**src/rtl/conv_encoder_frame.sv**
```systemverilog
// conv_encoder_frame
//   Frame-based rate-1/2, K=3 convolutional encoder (G1=7, G0=5).
//   An accepted i_start latches DATA_W payload bits, which are then encoded
//   LSB first at one coded symbol per cycle.
//
//   Optional feature macro: CONV_ENC_TAIL_EN
//     defined   -> two zero tail bits flush the encoder (DATA_W+2 symbols)
//     undefined -> DATA_W symbols, final encoder state left unflushed
//
// Ports
//   clk      clock, rising edge
//   rst      synchronous active-high reset
//   i_start  frame request, honoured only in IDLE
//   i_data   payload, captured with an accepted i_start
//   o_code   coded symbol {c1,c0}; 00 when o_valid=0
//   o_valid  symbol present this cycle (ENC/TAIL)
//   o_busy   frame in progress (ENC/TAIL/DONE)
//   o_done   one-cycle pulse after the last symbol
module conv_encoder_frame #(
    parameter int DATA_W = 8
) (
    input  logic              clk,
    input  logic              rst,
    input  logic              i_start,
    input  logic [DATA_W-1:0] i_data,
    output logic [1:0]        o_code,
    output logic              o_valid,
    output logic              o_busy,
    output logic              o_done
);

    // Wide enough for DATA_W+2 without wrapping.
    localparam int CW = $clog2(DATA_W + 3);
    localparam logic [CW-1:0] CNT_DATA_LAST = CW'(DATA_W - 1);
`ifdef CONV_ENC_TAIL_EN
    localparam logic [CW-1:0] CNT_TAIL_LAST = CW'(DATA_W + 1);
`endif

    typedef enum logic [1:0] {
        IDLE = 2'd0,
        ENC  = 2'd1,
        TAIL = 2'd2,
        DONE = 2'd3
    } state_e;

    state_e            state_q, state_d;
    logic [DATA_W-1:0] sr_q, sr_d;    // payload, bit 0 is the next input bit
    logic [1:0]        enc_q, enc_d;  // {s1,s0}: s1 = previous bit, s0 = one before
    logic [CW-1:0]     cnt_q, cnt_d;  // symbols already emitted in this frame
    logic              u;             // encoder input bit this cycle

    // Tail bits are zero, so only ENC takes its input from the payload.
    assign u = (state_q == ENC) ? sr_q[0] : 1'b0;

    // State register
    always_ff @(posedge clk) begin
        if (rst) begin
            state_q <= IDLE;
            sr_q    <= '0;
            enc_q   <= 2'b00;
            cnt_q   <= '0;
        end else begin
            state_q <= state_d;
            sr_q    <= sr_d;
            enc_q   <= enc_d;
            cnt_q   <= cnt_d;
        end
    end

    // Next-state logic
    always_comb begin
        state_d = state_q;
        sr_d    = sr_q;
        enc_d   = enc_q;
        cnt_d   = cnt_q;
        case (state_q)
            IDLE: begin
                if (i_start) begin
                    state_d = ENC;
                    sr_d    = i_data;
                    enc_d   = 2'b00;
                    cnt_d   = '0;
                end
            end
            ENC: begin
                sr_d  = sr_q >> 1;
                enc_d = {u, enc_q[1]};
                cnt_d = cnt_q + CW'(1);
                if (cnt_q == CNT_DATA_LAST) begin
`ifdef CONV_ENC_TAIL_EN
                    state_d = TAIL;
`else
                    state_d = DONE;
`endif
                end
            end
`ifdef CONV_ENC_TAIL_EN
            TAIL: begin
                enc_d = {1'b0, enc_q[1]};
                cnt_d = cnt_q + CW'(1);
                if (cnt_q == CNT_TAIL_LAST) state_d = DONE;
            end
`endif
            DONE:    state_d = IDLE;
            default: state_d = IDLE;
        endcase
    end

    // Output logic
    always_comb begin
        o_code  = 2'b00;
        o_valid = 1'b0;
        o_busy  = 1'b0;
        o_done  = 1'b0;
        case (state_q)
            ENC, TAIL: begin
                o_valid = 1'b1;
                o_busy  = 1'b1;
                o_code  = {u ^ enc_q[1] ^ enc_q[0], u ^ enc_q[0]};
            end
            DONE: begin
                o_busy = 1'b1;
                o_done = 1'b1;
            end
            default: ;
        endcase
    end

endmodule
```
**config.mk**
```make
export PLATFORM = sky130hd
export DESIGN_NAME = conv_encoder_frame
export DESIGN_NICKNAME = d
export VERILOG_FILES = /design/src/rtl/conv_encoder_frame.sv
export SDC_FILE = /design/constraint.sdc
export NUM_CORES = 1
export LEC_CHECK = 0
export CAP_MARGIN = 20
export CORE_AREA = 2 2 45 47
export CTS_BUF_LIST = sky130_fd_sc_hd__clkbuf_16
export DETAILED_ROUTE_END_ITERATION = 6
export DIE_AREA = 0 0 47 49
export PLACE_DENSITY = 0.81
export SLEW_MARGIN = 10
export SYNTH_ARGS = -nofsm -noshare
export SYNTH_HDL_FRONTEND = slang
export SYNTH_SLANG_ARGS = --single-unit
```
**constraint.sdc**
```tcl
create_clock -name clk -period 1.8 [get_ports clk]
set_input_delay 0.27 -clock clk [delete_from_list [all_inputs] [get_ports clk]]
set_output_delay 0.27 -clock clk [all_outputs]
set_load 0.1 [all_outputs]
```
-- Word-level counts from Yosys, hierarchy flattened
Cells that the tools add are included.
- word-level logic and storage cells: 34
- output and inout bits: 5
- bits in registers: 16
- input port bits: 11
- reductions and logical operators: 6
- eq/ne operators: 6
- bitwise logic cells: 3
- add/subtract/negate cells: 1
- mux-type cells: 14
- operators with widths (cell ; count):
    $pmux W8 S2 ; 1
    $mux W2 ; 4
    $mux W8 ; 1
    $pmux W2 S2 ; 2
    $pmux W4 S2 ; 1
    $add A4 B1 Y4 const B ; 1
    $eq A2 B2 Y1 const B ; 2
    $eq A4 B3 Y1 const B ; 1
    $mux W1 ; 4
    $mux W4 ; 1
    $reduce_and A2 Y1 ; 2
    $reduce_or A3 Y1 ; 1
    $xor A1 B1 Y1 ; 3
    $eq A2 B1 Y1 const B ; 1
    $logic_not A2 Y1 ; 1
    $ne A2 B1 Y1 const B ; 1
    $ne A2 B2 Y1 const B ; 1
    $reduce_bool A2 Y1 ; 1
    $reduce_or A2 Y1 ; 1

-- Logic depth before layout (Yosys ltp)
Gate-level depths: netlist (run 1).
- depth after elaboration: 5
- gate-level depth with buffers: 7
- gate-level depth less buffers: 5

-- Worst setup path after synthesis (run 1)
Ideal clock, no wire load.
- path kind: flip-flop to output port
- from: register state_q[0]
- to: output port o_code[1]
- buffers on the path: 0
- stages on the path, launching flop included: 5
- arrival: 3.014 ns
- data required time: 1.530 ns
- slack: -1.484 ns
- path through: dfxtp_1 > inv_1 > ha_1 > nand2_1 > mux2i_1
- word-level cells in the longest chain between the ends: 5
- elaborated cells between the ends (all ways): 7
- classes of those cells: eq/ne: 2; mux: 2; bitwise: 2; reduce/logical: 1
- RTL lines (item ; RTL line ; text):
    from (decl) ; 46 ; state_e state_q, state_d;
    from (signal assigned) ; 63 ; state_q <= state_d;
    $eq A2 B1 Y1 ; 53, 115 ;
    $mux W1 ; 53 ; assign u = (state_q == ENC) ? sr_q[0] : 1'b0;
    $xor A1 B1 Y1 (2 in series) ; 119 ; o_code = {u ^ enc_q[1] ^ enc_q[0], u ^ enc_q[0]};
    $mux W2 (*) ; 115 ; case (state_q)
    to (decl) ; 26 ; output logic [1:0] o_code,
Every way passes the cells marked *; elsewhere a longest branch is shown, timed or not.

-- Final worst setup path (run 1)
- from: register state_q[1]
- to: output port o_code[1]
Same word-level chain as after synthesis.

==> metrics.cfg, run 1 <==
[sta]
fmax_ghz=0.556
final_max_slew_viol_count=0
min_period_over_period_pct=99.9
worstMarginPinSlew_ns=0.546
layout_setup_ws_ns=0.00264
setup_viol=0
min_period_ns=1.80
whs_ns=0.462
relSlewSlack_pct=62.5
finClkSkew_ns=0.00240
hold_violations=0
rsz0062_at_grt=true

[critical_path]
worstRegToRegCells=6
cp-end-kind=output pin
crit_fanout=2
r2r-end=cnt_q[0]$_SDFFE_PP0P_
path_cells=inv_4 > ha_4 > nand2_4 > xor2_4 > mux2i_4 > buf_12
cp_slowest_cell=dfxtp_2
timing.reg2reg.setup_slack_ns=0.19
path_class=reg -> out
required_ns=1.53
start_kind=register
max_stage_delay_ns=0.35
crit_arrival_ns=1.53
r2r-start=state_q[1]$_SDFFE_PP0P_

[global_routing]
grt_max_degree=20
grt_pass1_wl_microns=3250
grt_pass1_vias=756
grt_antenna_before_repair=0
track_usage_pct=18.8
grt_overflow=0

[drt]
ant_nets=0
vias=729
drt-initial-drc-count=16
avgRoutedWirePerCell_microns=13.1
first_pass_iters=4
routed_wl_microns=1830
drc=0
routed_via_density=5.21

[layout]
finalNetCount=131
design_area_sq_mm=0.00131
fin_util_pct=71.0
area_growth_syn_to_layout_pct=48.6
diodes=0
n_fill_cell=133
drive_gt1_share_pct=28.3

[yosys]
synth.distinct_cells=26
async_flop_share_pct=0
synthFlopType=dfxtp_1
syn_area_sq_um=880
syn_avg_cell_area_sq_um=9.56
synth.most_common_cell=dfxtp_1
synth_seq_area_share_pct=36.4
yosys_warnings=0
synth-edff-count=0
syn_inst=92
synthTopCellsByArea=dfxtp_1 (36%), mux2i_1 (11%), ha_1 (8.5%), a211oi_1 (4.3%), nand2b_1 (4.3%)
synth.net_count=109
ys_top_cells_by_count=dfxtp_1 (16), mux2i_1 (10), nor2_1 (10), ha_1 (6), nand2b_1 (6)
ys_ff_latch=16
synth_top_cell_by_area=dfxtp_1
synth_top_area_share_pct=36.4

[cts]
cts_resized=0
clk_pin_slew_ns=0.05
cts_buffers=3
cts_root_buf=clkbuf_16
cts.sinks=16
clock_latency_ns=0.24
postCtsHoldBufs=0
clk_path_buf_depth=2
cts_tree=done
h-tree-depth=1

[min_path]
hp-start=sr_q[7]$_SDFFE_PP0P_
whs_endpoint=sr_q[7]$_SDFFE_PP0P_
hold_path_depth=2
hold_class=reg -> reg

[placed_design]
gp_congestion=0.734
port_buffers=15
placed_area_sq_mm=0.00119
dp_slack_ns=0.181
dp_hpwl_microns=1320

[power_and_ir_drop]
leakagePower_nw=0.514
total_power_mw=2.17
vdd_drop_max_mv=0.956
power_density_mw_per_mm2=1660

[die]
die_x_microns=47
fp.dieH_microns=49
core.rowCount=16
core_area_sq_mm=0.00184
die_area_sq_mm=0.00230
initial_core_util_pct=47.8
ios=16

[status]
status=completed

[job]
cap_violations=0

metrics by stage:
| stage | setup TNS, ns | cells |
|---|---|---|
| 2_1_floorplan | -0.149 | 92 |
| 3_3_place_gp | 0 | 132 |
| 3_5_place_dp | 0 | 132 |
| 4_1_cts | 0 | 140 |
| 5_1_grt | -0.102 | 140 |
| 6_report | 0 | 140 |
critical path: cells and delay by family (launching register included):
| kind | cells | cell delay [ns] |
|---|---|---|
| xor+xnor | 1 | 0.18 |
| fa+ha+maj | 1 | 0.16 |
| simple gates | 1 | 0.08 |
| flops | 1 | 0.35 |
| buf+inv | 2 | 0.24 |
| mux | 1 | 0.27 |
routing by layer:
layer | wire (microns) | vias to the layer above | GRT usage, %
met3 | 47 | 4 | 3.70
met1 | 753 | 346 | 24.1
li1 | - | 365 | -
met4 | 17 | 0 | 6.02
met2 | 1010 | 14 | 30.8
met5 | 0 | - | 0
how the worst max path moves through the flow:
| stage | from | endpoint | slack (ns) | depth (start not counted) |
|---|---|---|---|---|
| 2_1_floorplan | state_q[1]$_SDFFE_PP0P_ | o_code[1] | -0.15 | 6 |
| 3_3_place_gp | state_q[1]$_SDFFE_PP0P_ | o_code[1] | 0.22 | 6 |
| 3_5_place_dp | state_q[1]$_SDFFE_PP0P_ | o_code[1] | 0.18 | 6 |
| 4_1_cts | state_q[1]$_SDFFE_PP0P_ | o_code[1] | 0.007 | 6 |
| 5_1_grt | state_q[1]$_SDFFE_PP0P_ | o_code[1] | -0.06 | 6 |
| 6_report | state_q[1]$_SDFFE_PP0P_ | o_code[1] | 0.003 | 6 |
sequential cells by signal, indices dropped and copies added, names as in the netlist:
register and flops:
sr_q 8, cnt_q 4, enc_q 2, state_q 2
kinds of logic after synthesis:
family / count (synthesis) / synth area share, %
compound gates: 18 / 15.9
xor+xnor: 1 / 0.996
fa+ha+maj: 6 / 8.53
buf+inv: 8 / 5.69
flops: 16 / 36.4
mux: 11 / 13.1
simple gates: 32 / 19.3
what timing repair did:
item	4_1_cts	5_1_grt
endpoints found under the hold margin	0	0
endpoints found under the setup margin	1	2
setup buffers	4	0
placed cells by master (no fill, tap or decap), types with 4 or more instances in the layout:
cell type / netlist / layout
buf_4: 2 / 6
mux2i_1: 10 / 9
clkdlybuf4s50_1: 0 / 10
nor2_1: 10 / 10
a211oi_1: 5 / 5
buf_12: 0 / 6
dfxtp_1: 16 / 14
nand3b_1: 4 / 4
ha_1: 6 / 4
nand2b_1: 6 / 5
final cells by class:
| cell class | count | area (sq um) | share of cell area, % |
|---|---|---|---|
| clock inverter | 1 | 3.75 | 0.287 |
| multi-input combinational | 68 | 591 | 45.2 |
| inverter | 3 | 13.8 | 1.05 |
| clock buffer | 3 | 75.1 | 5.74 |
| sequential | 16 | 325 | 24.9 |
| tap | 27 | 33.8 | 2.58 |
| timing repair buffer | 22 | 265 | 20.3 |
report_power, final:
group          switching [mW]  leakage [nW]  internal, mW
registers              0.0851         0.132         0.461
logic                   0.676         0.339         0.515
clock network           0.133        0.0423         0.294
Note: power is estimated with default switching activity, not from simulation.
==> inputs of run 2 (changes only) <==
--- a/config.mk
+++ b/config.mk
@@ -5,12 +5,13 @@
 export SDC_FILE = /design/constraint.sdc
 export NUM_CORES = 1
 export LEC_CHECK = 0
+export ABC_AREA = 1
 export CAP_MARGIN = 20
 export CORE_AREA = 2 2 45 47
 export CTS_BUF_LIST = sky130_fd_sc_hd__clkbuf_16
 export DETAILED_ROUTE_END_ITERATION = 6
 export DIE_AREA = 0 0 47 49
-export PLACE_DENSITY = 0.81
+export PLACE_DENSITY = 0.8
 export SLEW_MARGIN = 10
 export SYNTH_ARGS = -nofsm -noshare
 export SYNTH_HDL_FRONTEND = slang
==> metrics.cfg, run 2 <==
[cts]
h-tree-depth=1  ; unchanged
cts.sinks=16  ; unchanged
clock_latency_ns=0.25  ; about the same
cts_buffers=3  ; unchanged
postCtsHoldBufs=0  ; unchanged
clk_pin_slew_ns=0.05  ; about the same
cts_root_buf=clkbuf_16
clk_path_buf_depth=2  ; unchanged
cts_tree=done

[critical_path]
worstRegToRegCells=8  ; +2
cp_num_buf_inv=3  ; +1
cp-end-kind=output pin
crit_family=buffers and inverters
max_stage_delay_ns=0.34  ; about the same
path_depth=5  ; -1
r2r-start=state_q[1]$_SDFFE_PP0P_
crit_fanout=3  ; +1
crit_arrival_ns=1.45  ; -0.08 ns
path_cells=inv_2 > buf_4 > ha_4 > and3_2 > buf_12
timing.reg2reg.setup_slack_ns=0.16  ; -0.03 ns
cp_slowest_cell=dfxtp_2
path_class=reg -> out
start_kind=register
r2r-end=cnt_q[0]$_SDFFE_PP0P_
required_ns=1.53  ; about the same

[min_path]
hp-start=sr_q[7]$_SDFFE_PP0P_
hold_path_depth=2  ; unchanged
whs_endpoint=sr_q[7]$_SDFFE_PP0P_
hold_class=reg -> reg

[power_and_ir_drop]
power_density_mw_per_mm2=1890  ; +14%
total_power_mw=2.32  ; +7.3%
vdd_drop_max_mv=0.978  ; +2.3%
leakagePower_nw=0.561  ; +9.1%

[sta]
rsz0062_at_grt=false
totalNegativeSetupSlack_ns=0  ; unchanged
setup_viol=0  ; unchanged
min_period_ns=1.72  ; -0.0768 ns
relSlewSlack_pct=79.8  ; +17 points
fmax_ghz=0.581  ; +4.5%
hold_violations=0  ; unchanged
worstMarginPinSlew_ns=0.303  ; -0.243 ns
final_max_slew_viol_count=0  ; unchanged
finClkSkew_ns=0.00407  ; +0.00167 ns
min_period_over_period_pct=95.6  ; -4.3 points

[drt]
vias=875  ; +20%
ant_nets=0  ; unchanged
avgRoutedWirePerCell_microns=11.8  ; -9.5%
routed_via_density=4.89  ; -6.1%
drc=0  ; unchanged
first_pass_iters=4  ; unchanged
drt-initial-drc-count=26  ; +10
routed_wl_microns=2120  ; +16%

[yosys]
synth_top_cell_by_area=dfxtp_1
synth.net_count=149  ; +37%
synth.most_common_cell=nand2_1
synthTopCellsByArea=dfxtp_1 (37%), nand2_1 (17%), nor2_1 (10%), ha_1 (8.7%), inv_1 (6.1%)
synthFlopType=dfxtp_1
async_flop_share_pct=0  ; unchanged
ys_top_cells_by_count=nand2_1 (39), nor2_1 (23), dfxtp_1 (16), inv_1 (14), a21oi_1 (9)
syn_inst=132  ; +43%
synth.distinct_cells=16  ; -38%
syn_area_sq_um=861  ; -2.1%
synth_top_area_share_pct=37.2  ; +0.79 points
synth_seq_area_share_pct=37.2  ; +0.79 points
syn_avg_cell_area_sq_um=6.52  ; -32%
synth-edff-count=0  ; unchanged
yosys_warnings=0  ; unchanged
ys_ff_latch=16  ; unchanged

[die]
ios=16  ; unchanged
core_area_sq_mm=0.00184  ; unchanged
core.rowCount=16  ; unchanged
die_area_sq_mm=0.00230  ; unchanged
initial_core_util_pct=46.7  ; -1.0 points
die_x_microns=47  ; unchanged
fp.dieH_microns=49  ; unchanged

[layout]
finalNetCount=170  ; +30%
diodes=0  ; unchanged
area_growth_syn_to_layout_pct=43.2
largest-register=sr_q
drive_gt1_share_pct=19.1  ; -9.2 points
layout_common_cells=nand2_1 (35), nor2_1 (22), dfxtp_1 (14)
reg.largest.list=sr_q: 8 flops, cnt_q: 4 flops
layout_commonest_cell=nand2_1
largest_register_ffs=8  ; unchanged

[global_routing]
busiest_layer=met2
grt_pass1_wl_microns=3510  ; +8.1%
grt_util_met2_pct=34.7  ; +3.9 points
met3_usage_pct=4.44  ; +0.74 points
track_usage_pct=20.8  ; +2.0 points
grt_max_degree=13  ; -35%
groute.layer.met1.usage_pct=25.6  ; +1.5 points
grt_overflow=0  ; unchanged
grt_pass1_vias=870  ; +15%
grt_antenna_before_repair=0  ; unchanged

[placed_design]
port_buffers=15  ; unchanged
gp_congestion=0.827  ; +13%
dp_hpwl_microns=1470  ; +11%

[job]
cap_violations=0  ; unchanged

[status]
status=completed

run 2: changes by cell type after synthesis, sizes merged, moves of 7 or more:
cell and delta:
a211oi -7, nand2 +36, mux2i -10, nor2 +12
inv +12, nand3 +8
run 2: logic make-up (layout without fill, tap and decap cells):
family / count (synthesis) / after routing / synth area share, %
AND/OR/NAND/NOR: 75 / 75 / 35.3
buffers and inverters: 18 / 38 / 8.86
AO/OA/AOI/OAI: 17 / 17 / 9.88
flip-flops: 16 / 16 / 37.2
adder cells (fa/ha/maj): 6 / 6 / 8.72
run 2: cell type report:
| class | count | area (sq um) |
|---|---|---|
| fill | 164 | 609 |
| multi-input combinational | 98 | 508 |
| sequential | 16 | 325 |
| timing repair buffer | 19 | 230 |
| clock buffer | 3 | 75.1 |
| inverter | 15 | 56.3 |
| tap | 27 | 33.8 |
| clock inverter | 1 | 3.75 |
run 2: worst max path at each step:
stage | startpoint | endpoint | slack (ns)
2_1_floorplan | state_q[1]$_SDFFE_PP0P_ | o_code[1] | 0.02
3_3_place_gp | state_q[1]$_SDFFE_PP0P_ | o_code[1] | 0.18
3_5_place_dp | state_q[1]$_SDFFE_PP0P_ | o_code[1] | 0.09
4_1_cts | state_q[1]$_SDFFE_PP0P_ | o_code[1] | 0.01
5_1_grt | state_q[1]$_SDFFE_PP0P_ | o_code[1] | 0.01
6_report | state_q[1]$_SDFFE_PP0P_ | o_code[0] | 0.08
run 2: worst min-delay path, cell delays in order, from the launching register on:
cell	delay, ns
dfxtp_1	0.31
nand2_1	0.06
a21oi_1	0.05
run 2: report_power, final:
group	internal, mW	switching [mW]
Clock	0.295	0.138
Combinational	0.483	0.875
Sequential	0.461	0.0729
Total	1.24	1.09
run 2: through the flow:
| step | instances | utilization [%] | worst slack, ns | area [sq um] | hold slack [ns] |
|---|---|---|---|---|---|
| floorplan | 132 | - | 0.0181 | 887 | 0.339 |
| global placement | 173 | 60.6 | 0.183 | 1120 | 0.453 |
| detailed placement | 173 | 60.6 | 0.0903 | 1120 | 0.463 |
| CTS | 178 | 66.0 | 0.0101 | 1220 | 0.473 |
| global route | 179 | 66.9 | 0.0146 | 1230 | 0.520 |
| finish | 179 | 66.9 | 0.0794 | 1230 | 0.478 |
run 2: timing repair:
action,in CTS,in global routing
setup endpoints to repair,2,3
gates resized for setup,4,5
buffers inserted,1,1
run 2: routing by layer:
| metal | wire length [microns] | share of wire [%] |
|---|---|---|
| met4 | 38 | 1.8 |
| met5 | 0 | 0 |
| met2 | 1110 | 52 |
| met3 | 143 | 6.8 |
| met1 | 827 | 39 |
==> inputs of run 3 (changes only) <==
--- a/config.mk
+++ b/config.mk
@@ -11,7 +11,7 @@
 export CTS_BUF_LIST = sky130_fd_sc_hd__clkbuf_16
 export DETAILED_ROUTE_END_ITERATION = 6
 export DIE_AREA = 0 0 47 49
-export PLACE_DENSITY = 0.8
+export PLACE_DENSITY = 0.74
 export SLEW_MARGIN = 10
 export SYNTH_ARGS = -nofsm -noshare
 export SYNTH_HDL_FRONTEND = slang
==> metrics.cfg, run 3 (synthesis results as in run 2) <==
[status]
status=completed

[power_and_ir_drop]
vdd_drop_max_mv=0.942  ; -3.6%
power_density_mw_per_mm2=1870  ; -1.1%
leakagePower_nw=0.554  ; -1.2%

[drt]
routed_via_density=4.80  ; -1.7%
drt-initial-drc-count=22  ; -15%
routed_wl_microns=1910  ; -9.8%
first_pass_iters=4  ; unchanged
avgRoutedWirePerCell_microns=10.7  ; -9.3%
drc=0  ; unchanged
vias=855  ; -2.3%
ant_nets=0  ; unchanged

[critical_path]
crit_arrival_ns=1.45  ; about the same
start_kind=register
max_stage_delay_ns=0.34  ; about the same
cp_num_buf_inv=2  ; -1
r2r-end=sr_q[0]$_SDFFE_PP0P_
crit_family=simple AND/OR/NAND/NOR gates
crit_fanout=3  ; unchanged
cp-end-kind=output pin
path_cells=inv_2 > ha_2 > nand2_1 > nand2_1 > nand3_1 > nand2_2 > nor2_4 > buf_12
timing.reg2reg.setup_slack_ns=0.28  ; +0.12 ns
path_class=reg -> out
cp_slowest_cell=dfxtp_2
required_ns=1.53  ; about the same
cp_common_cell=nand2_1
r2r-start=state_q[1]$_SDFFE_PP0P_
worstRegToRegCells=7  ; -1

[die]
ios=16  ; unchanged
die_area_sq_mm=0.00230  ; unchanged
initial_core_util_pct=46.7  ; unchanged
die_x_microns=47  ; unchanged
core.rowCount=16  ; unchanged
fp.dieH_microns=49  ; unchanged
core_area_sq_mm=0.00184  ; unchanged

[sta]
min_period_ns=1.72  ; -0.00209 ns
relSlewSlack_pct=80.6  ; +0.82 points
finClkSkew_ns=0.00282  ; -0.00125 ns
hold_violations=0  ; unchanged
worstMarginPinSlew_ns=0.291  ; -0.0123 ns
setup_viol=0  ; unchanged
layout_setup_ws_ns=0.0815  ; +0.00209 ns
fmax_ghz=0.582  ; +0.12%
min_period_over_period_pct=95.5  ; -0.12 points
rsz0062_at_grt=false
totalNegativeSetupSlack_ns=0  ; unchanged
final_max_slew_viol_count=0  ; unchanged

[placed_design]
dp_slack_ns=0.178  ; +0.0876 ns
gp_congestion=0.823  ; -0.53%
port_buffers=15  ; unchanged
dp_hpwl_microns=1360  ; -7.4%

[layout]
reg.largest.list=sr_q: 8 flops, cnt_q: 4 flops
finalNetCount=169  ; -0.59%
area_growth_syn_to_layout_pct=41.0
drive_gt1_share_pct=17.9  ; -1.2 points
layout_common_cells=nand2_1 (37), nor2_1 (22), dfxtp_1 (14)
largest_register_ffs=8  ; unchanged
diodes=0  ; unchanged
layout_commonest_cell=nand2_1
largest-register=sr_q

[job]
cap_violations=0  ; unchanged

[cts]
clk_path_buf_depth=2  ; unchanged
h-tree-depth=1  ; unchanged
cts_tree=done
clock_latency_ns=0.25  ; about the same
cts_root_buf=clkbuf_16
cts.sinks=16  ; unchanged
clk_pin_slew_ns=0.05  ; about the same
cts_buffers=3  ; unchanged

[global_routing]
grt_overflow=0  ; unchanged
track_usage_pct=19.0  ; -1.8 points
grt_max_degree=14  ; +1
grt_antenna_before_repair=0  ; unchanged
grt_pass1_vias=752  ; -14%
grt_pass1_wl_microns=3160  ; -10%

[min_path]
whs_endpoint=sr_q[7]$_SDFFE_PP0P_
hold_path_depth=2  ; unchanged
hp-start=sr_q[7]$_SDFFE_PP0P_
hold_class=reg -> reg

run 3: worst max path at each step:
stage | end | cells after the start | startpoint
final | o_code[1] | 8 | state_q[1]$_SDFFE_PP0P_
after detailed placement | o_code[1] | 9 | state_q[1]$_SDFFE_PP0P_
after floorplan | o_code[1] | 8 | state_q[1]$_SDFFE_PP0P_
after CTS | o_code[1] | 8 | state_q[0]$_SDFFE_PP0P_
after global routing | o_code[1] | 8 | state_q[1]$_SDFFE_PP0P_
after global placement | sr_q[2]$_SDFFE_PP0P_ | 6 | i_start
run 3: cell type report:
| type | instances | area [sq um] |
|---|---|---|
| inverter | 15 | 56.3 |
| tap | 27 | 33.8 |
| multi-input combinational | 98 | 497 |
| timing repair buffer | 18 | 223 |
| sequential | 16 | 325 |
| clock buffer | 3 | 75.1 |
| fill | 165 | 628 |
| clock inverter | 1 | 3.75 |
run 3: metrics by stage:
step / total power [mW] / util (%) / area [sq um] / instances / hold slack, ns
after floorplan: 1.46 / - / 887 / 132 / 0.339
after global placement: 1.77 / 60.6 / 1120 / 173 / 0.454
after detailed placement: 1.79 / 60.6 / 1120 / 173 / 0.458
after CTS: 2.26 / 65.4 / 1200 / 178 / 0.464
after global routing: 2.41 / 65.9 / 1210 / 178 / 0.504
final: 2.26 / 65.9 / 1210 / 178 / 0.463
run 3: worst min-delay path, stage by stage (launching register included):
cell     delay [ns]
dfxtp_1        0.31
nand2_1        0.06
a21oi_1        0.05
run 3: metal layers:
| layer | vias up | part of all wire, % | wire length (microns) | GRT usage [%] |
|---|---|---|---|---|
| met1 | 377 | 46 | 877 | 25.6 |
| met3 | 6 | 3.4 | 65 | 4.44 |
| met2 | 19 | 48 | 919 | 28.1 |
| met4 | 0 | 2.4 | 46 | 8.33 |
| li1 | 453 | - | - | - |
| met5 | - | 0 | 0 | 0 |
run 3: what timing repair did:
action                                  4_1_cts  5_1_grt
buffers inserted                              1        0
hold buffers                                  0        0
resized for setup                             2        5
pin swaps                                     0        1
endpoints found under the setup margin        1        1
run 3: report_power, final:
| group | total (mW) | switching (mW) | internal (mW) |
|---|---|---|---|
| Combinational | 1.31 | 0.848 | 0.461 |
| Sequential | 0.525 | 0.0644 | 0.460 |
| Clock | 0.430 | 0.135 | 0.294 |
| Total | 2.26 | 1.05 | 1.22 |
